==> config.mk <==
export PLATFORM = sky130hd
export DESIGN_NAME = mem_arbiter
export DESIGN_NICKNAME = d
export VERILOG_FILES = /design/src/rtl/mem_arb_pkg.sv /design/src/rtl/mem_load_align.sv /design/src/rtl/mem_arbiter.sv
export SDC_FILE = /design/constraint.sdc
export NUM_CORES = 1
export LEC_CHECK = 0
export ABC_AREA = 1
export BUFFER_PORTS_ARGS = -buffer_cell sky130_fd_sc_hd__buf_4
export CORE_ASPECT_RATIO = 0.5
export CORE_MARGIN = 5
export CORE_UTILIZATION = 42
export CTS_CLUSTER_DIAMETER = 150
export CTS_CLUSTER_SIZE = 40
export DETAILED_ROUTE_END_ITERATION = 16
export PLACE_DENSITY = 0.75
export SETUP_SLACK_MARGIN = 0.3
export SYNTH_ARGS = -nofsm -noshare
export SYNTH_HDL_FRONTEND = slang
export SYNTH_SLANG_ARGS = --single-unit
==> constraint.sdc <==
create_clock -name clk -period 1.4 [get_ports clk]
set_input_delay 0.42 -clock clk [delete_from_list [all_inputs] [get_ports clk]]
set_output_delay 0.42 -clock clk [all_outputs]
set_load 0.01 [all_outputs]
==> src/rtl/mem_arb_pkg.sv <==
// Shared encodings for the flash read arbiter: FSM states, requester ids and load size codes.
package mem_arb_pkg;

  typedef enum logic [1:0] {
    IDLE = 2'd0,
    WAIT = 2'd1,
    RESP = 2'd2
  } state_t;

  typedef enum logic {
    OWN_IF = 1'b0,
    OWN_LS = 1'b1
  } owner_t;

  localparam logic [1:0] SZ_B = 2'd0;
  localparam logic [1:0] SZ_H = 2'd1;
  localparam logic [1:0] SZ_W = 2'd2;

endpackage

==> src/rtl/mem_load_align.sv <==
// Reorders the big-endian serial capture into a little-endian word and
// extracts/extends byte and half loads.
module mem_load_align
  import mem_arb_pkg::*;
(
  input  logic [31:0] i_raw,
  input  logic [1:0]  i_size,
  input  logic        i_signed,
  output logic [31:0] o_data
);

  logic [7:0]  w_b0;
  logic [7:0]  w_b1;
  logic [7:0]  w_b2;
  logic [7:0]  w_b3;
  logic [31:0] w_word;
  logic        w_ext;

  // The first byte shifted in is the byte at the request address.
  assign w_b0   = i_raw[31:24];
  assign w_b1   = i_raw[23:16];
  assign w_b2   = i_raw[15:8];
  assign w_b3   = i_raw[7:0];
  assign w_word = {w_b3, w_b2, w_b1, w_b0};

  // Size selection with sign or zero extension of the top bit of the narrow value.
  always_comb begin
    w_ext  = 1'b0;
    o_data = w_word;
    case (i_size)
      SZ_B: begin
        w_ext  = i_signed & w_b0[7];
        o_data = {{24{w_ext}}, w_b0};
      end
      SZ_H: begin
        w_ext  = i_signed & w_b1[7];
        o_data = {{16{w_ext}}, w_b1, w_b0};
      end
      default: begin
        w_ext  = 1'b0;
        o_data = w_word;
      end
    endcase
  end

endmodule

==> src/rtl/mem_arbiter.sv <==
// Round-robin arbiter sharing the SPI flash read engine between instruction
// fetch and the load unit, with a watchdog that turns a hung transfer into an error.
module mem_arbiter
  import mem_arb_pkg::*;
#(
  parameter int TIMEOUT_CYCLES = 4095,
  parameter int TO_W           = 12
) (
  input  logic        clk,
  input  logic        rst_n,
  input  logic        if_req,
  input  logic [23:0] if_addr,
  output logic        if_ack,
  output logic [31:0] if_rdata,
  output logic        if_err,
  input  logic        ls_req,
  input  logic [23:0] ls_addr,
  input  logic [1:0]  ls_size,
  input  logic        ls_signed,
  output logic        ls_ack,
  output logic [31:0] ls_rdata,
  output logic        ls_err,
  output logic        mem_start_fetch,
  output logic [23:0] mem_target_address,
  input  logic [31:0] mem_fetched_data,
  input  logic        mem_fetch_done,
  output logic        busy
);

  localparam logic [TO_W-1:0] TO_MAX = TO_W'(TIMEOUT_CYCLES);

  state_t            r_state;
  owner_t            r_owner;
  owner_t            r_last;
  logic [23:0]       r_addr;
  logic [1:0]        r_size;
  logic              r_signed;
  logic [TO_W-1:0]   r_cnt;
  logic              r_start;
  logic              r_busy;
  logic              r_if_ack;
  logic [31:0]       r_if_rdata;
  logic              r_if_err;
  logic              r_ls_ack;
  logic [31:0]       r_ls_rdata;
  logic              r_ls_err;

  logic              w_grant_ls;
  logic              w_finish;
  logic              w_err;
  logic [31:0]       w_aligned;
  logic [31:0]       w_cap;

  // On a tie the requester that did not win last time is served.
  assign w_grant_ls = ls_req & (~if_req | (r_last == OWN_IF));
  assign w_finish   = mem_fetch_done | (r_cnt == TO_MAX);
  assign w_err      = ~mem_fetch_done;
  assign w_cap      = mem_fetch_done ? w_aligned : 32'd0;

  mem_load_align u_align (
    .i_raw    (mem_fetched_data),
    .i_size   (r_size),
    .i_signed (r_signed),
    .o_data   (w_aligned)
  );

  // Arbitration FSM; ack/data registers default low so they only pulse in RESP.
  always_ff @(posedge clk) begin
    if (!rst_n) begin
      r_state    <= IDLE;
      r_owner    <= OWN_IF;
      r_last     <= OWN_IF;
      r_addr     <= 24'd0;
      r_size     <= SZ_W;
      r_signed   <= 1'b0;
      r_cnt      <= '0;
      r_start    <= 1'b0;
      r_busy     <= 1'b0;
      r_if_ack   <= 1'b0;
      r_if_rdata <= 32'd0;
      r_if_err   <= 1'b0;
      r_ls_ack   <= 1'b0;
      r_ls_rdata <= 32'd0;
      r_ls_err   <= 1'b0;
    end else begin
      r_if_ack   <= 1'b0;
      r_if_rdata <= 32'd0;
      r_if_err   <= 1'b0;
      r_ls_ack   <= 1'b0;
      r_ls_rdata <= 32'd0;
      r_ls_err   <= 1'b0;
      case (r_state)
        IDLE: begin
          if (if_req | ls_req) begin
            r_owner  <= w_grant_ls ? OWN_LS : OWN_IF;
            r_last   <= w_grant_ls ? OWN_LS : OWN_IF;
            r_addr   <= w_grant_ls ? ls_addr : if_addr;
            r_size   <= w_grant_ls ? ls_size : SZ_W;
            r_signed <= w_grant_ls & ls_signed;
            r_start  <= 1'b1;
            r_busy   <= 1'b1;
            r_state  <= WAIT;
          end
        end
        WAIT: begin
          if (w_finish) begin
            r_start <= 1'b0;
            r_state <= RESP;
            if (r_owner == OWN_LS) begin
              r_ls_ack   <= 1'b1;
              r_ls_rdata <= w_cap;
              r_ls_err   <= w_err;
            end else begin
              r_if_ack   <= 1'b1;
              r_if_rdata <= w_cap;
              r_if_err   <= w_err;
            end
          end else begin
            r_cnt <= r_cnt + TO_W'(1);
          end
        end
        RESP: begin
          r_cnt   <= '0;
          r_busy  <= 1'b0;
          r_state <= IDLE;
        end
        default: begin
          r_cnt   <= '0;
          r_start <= 1'b0;
          r_busy  <= 1'b0;
          r_state <= IDLE;
        end
      endcase
    end
  end

  assign if_ack             = r_if_ack;
  assign if_rdata           = r_if_rdata;
  assign if_err             = r_if_err;
  assign ls_ack             = r_ls_ack;
  assign ls_rdata           = r_ls_rdata;
  assign ls_err             = r_ls_err;
  assign mem_start_fetch    = r_start;
  assign mem_target_address = r_addr;
  assign busy               = r_busy;

endmodule

==> metrics.md, run 1 <==
| Metric | Value |
|---|---|
| DRT Pass-1 Iters | 5 |
| CP Cell Sequence | ha_4 > nand2_2 > nor2_2 > nand3_2 > nand2_2 > nand2_4 > nor2_8 > nand2_4 > buf_12 > nor2_1 |
| Failing checks | negative setup slack |
| Final Hold Vio Count | 0 |
| Tightest Hold Check Type | in2reg |
| I/O Buffers | 181 |
| Worst Reg-to-Reg Cells | 10 |
| Peak Freq | 639 MHz |
| Startpoint types | flip-flop |
| Synth Register Bits | 112 |
| Fin util | 79.1% |
| GRT Util Overall | 23.1% |
| CTS clk-pin slew, worst paths | 0.08 ns |
| Status | finished with violations |
| Worst path required time | 1.68 ns |
| Die area | 11900 um2 |
| DR iter-0 viols | 337 |
| Post-Syn Area | 4070 um2 |
| H-tree depth | 3 |
| Die H | 79.6 um |
| Yosys warns | 0 |
| Largest net degree at the start of global routing | 35 |
| Instance count of the mapped netlist | 514 |
| DRC | 0 |
| Mean post-synth cell area | 7.93 um2 |
| Min Clock Period, post-route | 1.56 ns |
| Via count | 4506 |
| Slowest-stage cell, CP | dfxtp_2 |
| Max incr delay on CP | 0.38 ns |
| Hold Path Depth | 3 |
| Clk Latency, worst-skew pair | 0.35 ns |
| Layout cells sized above 1 | 62.4% |
| CTS tree | done |
| Crit-path leading delay family | simple AND/OR/NAND/NOR gates |
| Max-slew violation count | 0 |
| DRT Wirelength | 15.5 mm |
| CP Class | reg2reg |
| Worst Skew | 0.0124 ns |
| Max_cap viols | 0 |
| Unique masters post-synth | 30 |
| Non-Filler Instances | 892 |
| Net Count, Synth | 603 |
| Endpoint class of the critical path | flip-flop |
| Vias in the first global route | 4493 |
| GP Congestion | 0.870 |
| Starting Density | 43.1% |
| Worst-Margin Slew | 0.491 ns |
| Slew margin rel. | 67.3% |
| Setup-failing EPs final | 86 |
| ANT nets after route | 0 |
| RR Startpoint | r_cnt[0] |
| DR vias/cell | 5.05 |
| Worst setup margin | -0.165 ns |
| Hold endpoint | ls_rdata[16] |
| ANT cells | 0 |
| # rows | 25 |
| Final nets | 841 |
| Ports | 182 |
| Hold_buf cts | 0 |
| Worst Min Path Start | mem_fetched_data[8] |
| Design Area, Final | 7470 um2 |
| CTS root buf | clkbuf_16 |
| RSZ-0062 raised after global routing | yes |
| CP arrival | 1.84 ns |
| Worst VDD drop | 656 uV |
| CTS Buf Count | 9 |
| Sequential area share after synthesis | 55.0% |
| CP max FO | 18 |
| Initial antenna violation count | 0 |
| Core ar. | 9450 um2 |
| First-pass GRT wire length | 22.1 mm |
| WL per Instance | 17.3 um |
| Reg2reg end | ls_rdata[1] |
| Total congestion overflow | 0 |
| Detailed Place HPWL | 8.55 mm |
| Die W | 149 um |
| Overall power | 7.72 mW |
| Area grow syn2layout | 83.3% |
| CP Buf/Inv Count | 1 |
| CTS max path bufs | 2 |
| Flop2flop setup slack | -0.16 ns |
| Dpl cell area | 5850 um2 |
| Post-Place Cells | 842 |
| Clk sinks | 112 |
| Cell leakage power | 3.34 nW |
| Final period util | 112% |
| Pwr Density | 1030 nW/um2 |
-- cell families after synthesis --
| family | count (synthesis) | share of synthesized area, % |
|---|---|---|
| adder cells (fa/ha/maj) | 1 | 0.307 |
| AND/OR/NAND/NOR | 257 | 26.1 |
| flip-flops | 112 | 55.0 |
| AO/OA/AOI/OAI | 84 | 11.8 |
| buffers and inverters | 60 | 6.73 |
-- state kept, by name, summed over array words and instances, names as in the netlist, 2 cells and up --
signal,count
r_state,2
ls_rdata,32
mem_target_address,24
if_rdata,32
r_size,2
r_cnt,12
-- area by class of cell --
class,count,area [um2]
Timing Repair Buffer,254,2480
Sequential cell,112,2360
Multi-Input combinational cell,342,2010
Fill cell,590,1980
Clock buffer,10,239
Tap cell,135,169
Inverter,33,131
Clock inverter,6,70.1
-- worst max-delay path by stage --
stage | from | cells past startpoint | slack (ns) | to
CTS | r_cnt[1] | 10 | -0.04 | if_rdata[18]
detailed placement | r_cnt[1] | 10 | -0.09 | ls_rdata[24]
finish | r_cnt[0] | 10 | -0.16 | ls_rdata[1]
global placement | r_cnt[1] | 10 | -0.01 | if_rdata[18]
global route | r_cnt[1] | 9 | -0.29 | r_cnt[9]
floorplan | r_cnt[1] | 10 | 0.03 | ls_rdata[20]
-- stage by stage --
stage / hold WS, ns / setup slack [ns] / setup TNS [ns]
4_1_cts: 0.269 / -0.0428 / -1.27
2_1_floorplan: 0.425 / 0.0258 / 0
3_5_place_dp: 0.458 / -0.0881 / -2.27
6_report: 0.313 / -0.165 / -8.96
5_1_grt: 0.309 / -0.293 / -16.17
3_3_place_gp: 0.454 / -0.0105 / -0.0267
-- cells in the mapped netlist (all sizes together) --
master	number	area share [%]
nand2	136	13
dfxtp	112	55
nor2	93	9.3
o21ai	45	5.7
inv	32	2.9
a31oi	25	4.2
nand3	23	2.8
buf	19	2.9
a21oi	12	1.6
clkbuf	8	0.77
nor3b	2	0.37
or2	2	0.31
clkinv	1	0.092
ha	1	0.31
nor3	1	0.12
o22ai	1	0.15
o31ai	1	0.18
-- tightest hold or removal path, cell delays in order --
cell	delay, ns
buf_4	0.08
o21ai_2	0.05
nor2_2	0.07
-- cell usage in the layout (no fill, tap or decap), types with 5 or more instances in the layout --
cell	synthesis	layout
a21oi_1	11	5
a21oi_2	1	7
a31oi_1	24	12
a31oi_4	1	13
buf_12	0	8
buf_4	1	138
buf_6	4	100
clkbuf_16	0	9
dfxtp_1	112	15
dfxtp_2	0	97
inv_1	31	26
inv_2	1	5
nand2_1	132	127
nand2_4	3	6
nand3_1	23	20
nor2_1	90	49
nor2_2	0	39
o21ai_0	33	8
o21ai_1	10	18
o21ai_2	2	19
-- layer usage --
metal | vias up | part of all wire [%] | track usage [%] | routed length [um]
li1 | 2118 | - | - | -
met1 | 2083 | 37 | 26.3 | 5710
met2 | 245 | 51 | 41.9 | 7850
met3 | 60 | 7.9 | 6.64 | 1220
met4 | 0 | 4.5 | 7.85 | 697
met5 | - | 0 | 0 | 0
-- power by group --
part           leakage (nW)  switching (mW)  total, mW  internal (mW)
Combinational          2.23           0.805       1.69          0.880
Clock                 0.152            1.28       2.60           1.32
Sequential            0.954          0.0993       3.43           3.33
Total                  3.34            2.19       7.72           5.54
-- repair_timing --
item | 4_1_cts | 5_1_grt
setup endpoints to repair | 206 | 206
cloned | 5 | 0
setup buffers | 18 | 11
pin swaps | 9 | 12
resized for setup | 213 | 118
Power figures use the tool's default switching activity.
==> run 2: changes to the inputs <==
CORE_UTILIZATION = 50   (was 42)
GPL_ROUTABILITY_DRIVEN = 0   (was not set)
PLACE_DENSITY = 0.84   (was 0.75)
clock period = 1.8 ns   (was 1.4 ns; I/O delays follow)
==> run 2 against run 1 <==
  * The run now ends clean
  * Worst hold slack improved by 0.12 ns
  * Global-route usage increased by 0.93 points
  * Sequential share of layout area rose by 4.7 points
  * Register-to-register slack improved by 0.29 ns
  * Core utilization is 1.4 points lower
  * Total power is 30% lower
  * Flip-flop and latch count unchanged
  * Clock-buffer cell count is 1 lower
  * Final area fell by 17%
  * Setup slack improved by 0.29 ns
==> metrics.md, run 2 (same netlist as run 1, synthesis figures left out) <==
| Metric | Value |
|---|---|
| DRT Pass-1 Iters | 4 |
| Crit-path leading delay family | simple AND/OR/NAND/NOR gates |
| CTS Buf Count | 9 |
| DRT Wirelength | 14.5 mm |
| # rows | 23 |
| Ports | 182 |
| Initial antenna violation count | 0 |
| CP max FO | 9 |
| H-tree depth | 3 |
| Worst-Margin Slew | 0.781 ns |
| Final period util | 92.9% |
| Final Hold Vio Count | 0 |
| Worst path required time | 2.09 ns |
| CTS tree | done |
| Layout cells sized above 1 | 40.7% |
| Vias in the first global route | 3883 |
| Worst Skew | 0.0111 ns |
| Peak Freq | 598 MHz |
| Flop2flop setup slack | 0.13 ns |
| Cell leakage power | 2.83 nW |
| DR iter-0 viols | 324 |
| First-pass GRT wire length | 18.9 mm |
| Setup-failing EPs final | 0 |
| Core ar. | 7970 um2 |
| Starting Density | 51.1% |
| Most numerous cell on the critical path | nand2_2 |
| Total congestion overflow | 0 |
| Max_cap viols | 0 |
| RSZ-0062 raised after global routing | yes |
| Endpoint class of the critical path | flip-flop |
| Final nets | 793 |
| CP Buf/Inv Count | 3 |
| Max-slew violation count | 0 |
| CP arrival | 1.97 ns |
| Clk sinks | 112 |
| Clk Latency, worst-skew pair | 0.35 ns |
| Area grow syn2layout | 52.0% |
| Die H | 73.8 um |
| GRT Util Overall | 24.0% |
| ANT cells | 0 |
| Via count | 4277 |
| WL per Instance | 17.6 um |
| Overall power | 5.40 mW |
| Status | finished, final reports clean |
| Most frequent cells in the layout | 196 x buf_4, 128 x nand2_1, 105 x dfxtp_1 |
| Die W | 138 um |
| Final setup TNS | 0 ns |
| Slowest-stage cell, CP | dfxtp_2 |
| Slew margin rel. | 47.9% |
| Detailed Place HPWL | 8.01 mm |
| ANT nets after route | 0 |
| DRC | 0 |
| Min Clock Period, post-route | 1.67 ns |
| Leading cell type in the layout, fill and taps excluded | buf_4 |
| I/O Buffers | 181 |
| CP Cell Sequence | ha_4 > nand2_2 > nor2_1 > nand3_1 > nand2_2 > nand2_4 > nor2_8 > buf_12 > nand2_8 > inv_2 > nand2_1 > inv_1 |
| Tightest Hold Check Type | in2reg |
| CTS clk-pin slew, worst paths | 0.08 ns |
| CTS max path bufs | 2 |
| Largest net degree at the start of global routing | 50 |
| Fill cells | 473 |
| CP Class | reg2reg |
| Max incr delay on CP | 0.36 ns |
| DR vias/cell | 5.22 |
| Die area | 10200 um2 |
| Startpoint types | flip-flop |
| Hold_buf cts | 0 |
| CTS root buf | clkbuf_16 |
| Worst VDD drop | 738 uV |
| Pwr Density | 871 nW/um2 |
## run 2: changes by cell type in the layout (fill, tap and decap cells not counted), moves of 14 or more
cell / previous run / this run
nor2_2: 39 / 22
buf_6: 100 / 0
dfxtp_2: 97 / 7
o21ai_0: 8 / 30
dfxtp_1: 15 / 105
buf_4: 138 / 196
o21ai_2: 19 / 5
## run 2: worst register-to-register path: cells and delay by family (launching register included)
family,cells,cell delay (ns)
adders and majority gates,1,0.14
buffers and inverters,3,0.36
DFF,1,0.36
and+or+nand+nor,8,0.76
## run 2: worst paths after layout
check	endpoint	cells after the start	startpoint
max	ls_err	12	r_cnt[1]
min	ls_rdata[16]	3	mem_fetched_data[8]
max reg2reg	ls_err	12	r_cnt[1]
min reg2reg	busy	2	busy
## run 2: final cells by class
type                    count  area (um2)  area share, %
multi-input cells         348        1840           29.6
well taps                 112         140           2.26
clock buffers               9         225           3.64
repair buffers            200        1560           25.1
flip-flops and latches    112        2250           36.4
clock inverters             6        51.3          0.829
inverters                  33         131           2.12
## run 2: timing repair
action	in CTS	in global routing
setup endpoints to repair	83	105
cloned	5	2
hold endpoints to repair	0	0
setup buffers	7	3
gates resized for setup	27	47
pin swaps	8	16
## run 2: where the power goes
part | switching (mW) | internal (mW) | total [mW]
sequential | 0.0635 | 2.58 | 2.64
combinational | 0.469 | 0.384 | 0.853
clock | 0.944 | 0.957 | 1.90
## run 2: metrics by stage
stage	worst slack, ns	cells	hold slack (ns)	area [um2]	util (%)
floorplan	0.301	514	0.424	4080	-
global placement	0.114	788	0.451	5500	69.0
detailed placement	0.0823	788	0.457	5500	69.0
CTS	0.237	815	0.418	6000	75.3
global route	0.0698	820	0.439	6190	77.7
finish	0.127	820	0.433	6190	77.7
## run 2: layer usage
metal | up-vias | GRT usage [%] | share of wire [%]
li1 | 2027 | - | -
met1 | 1971 | 26.8 | 37
met2 | 251 | 43.6 | 51
met3 | 28 | 7.66 | 9.3
met4 | 0 | 8.30 | 2.5
met5 | - | 0 | 0
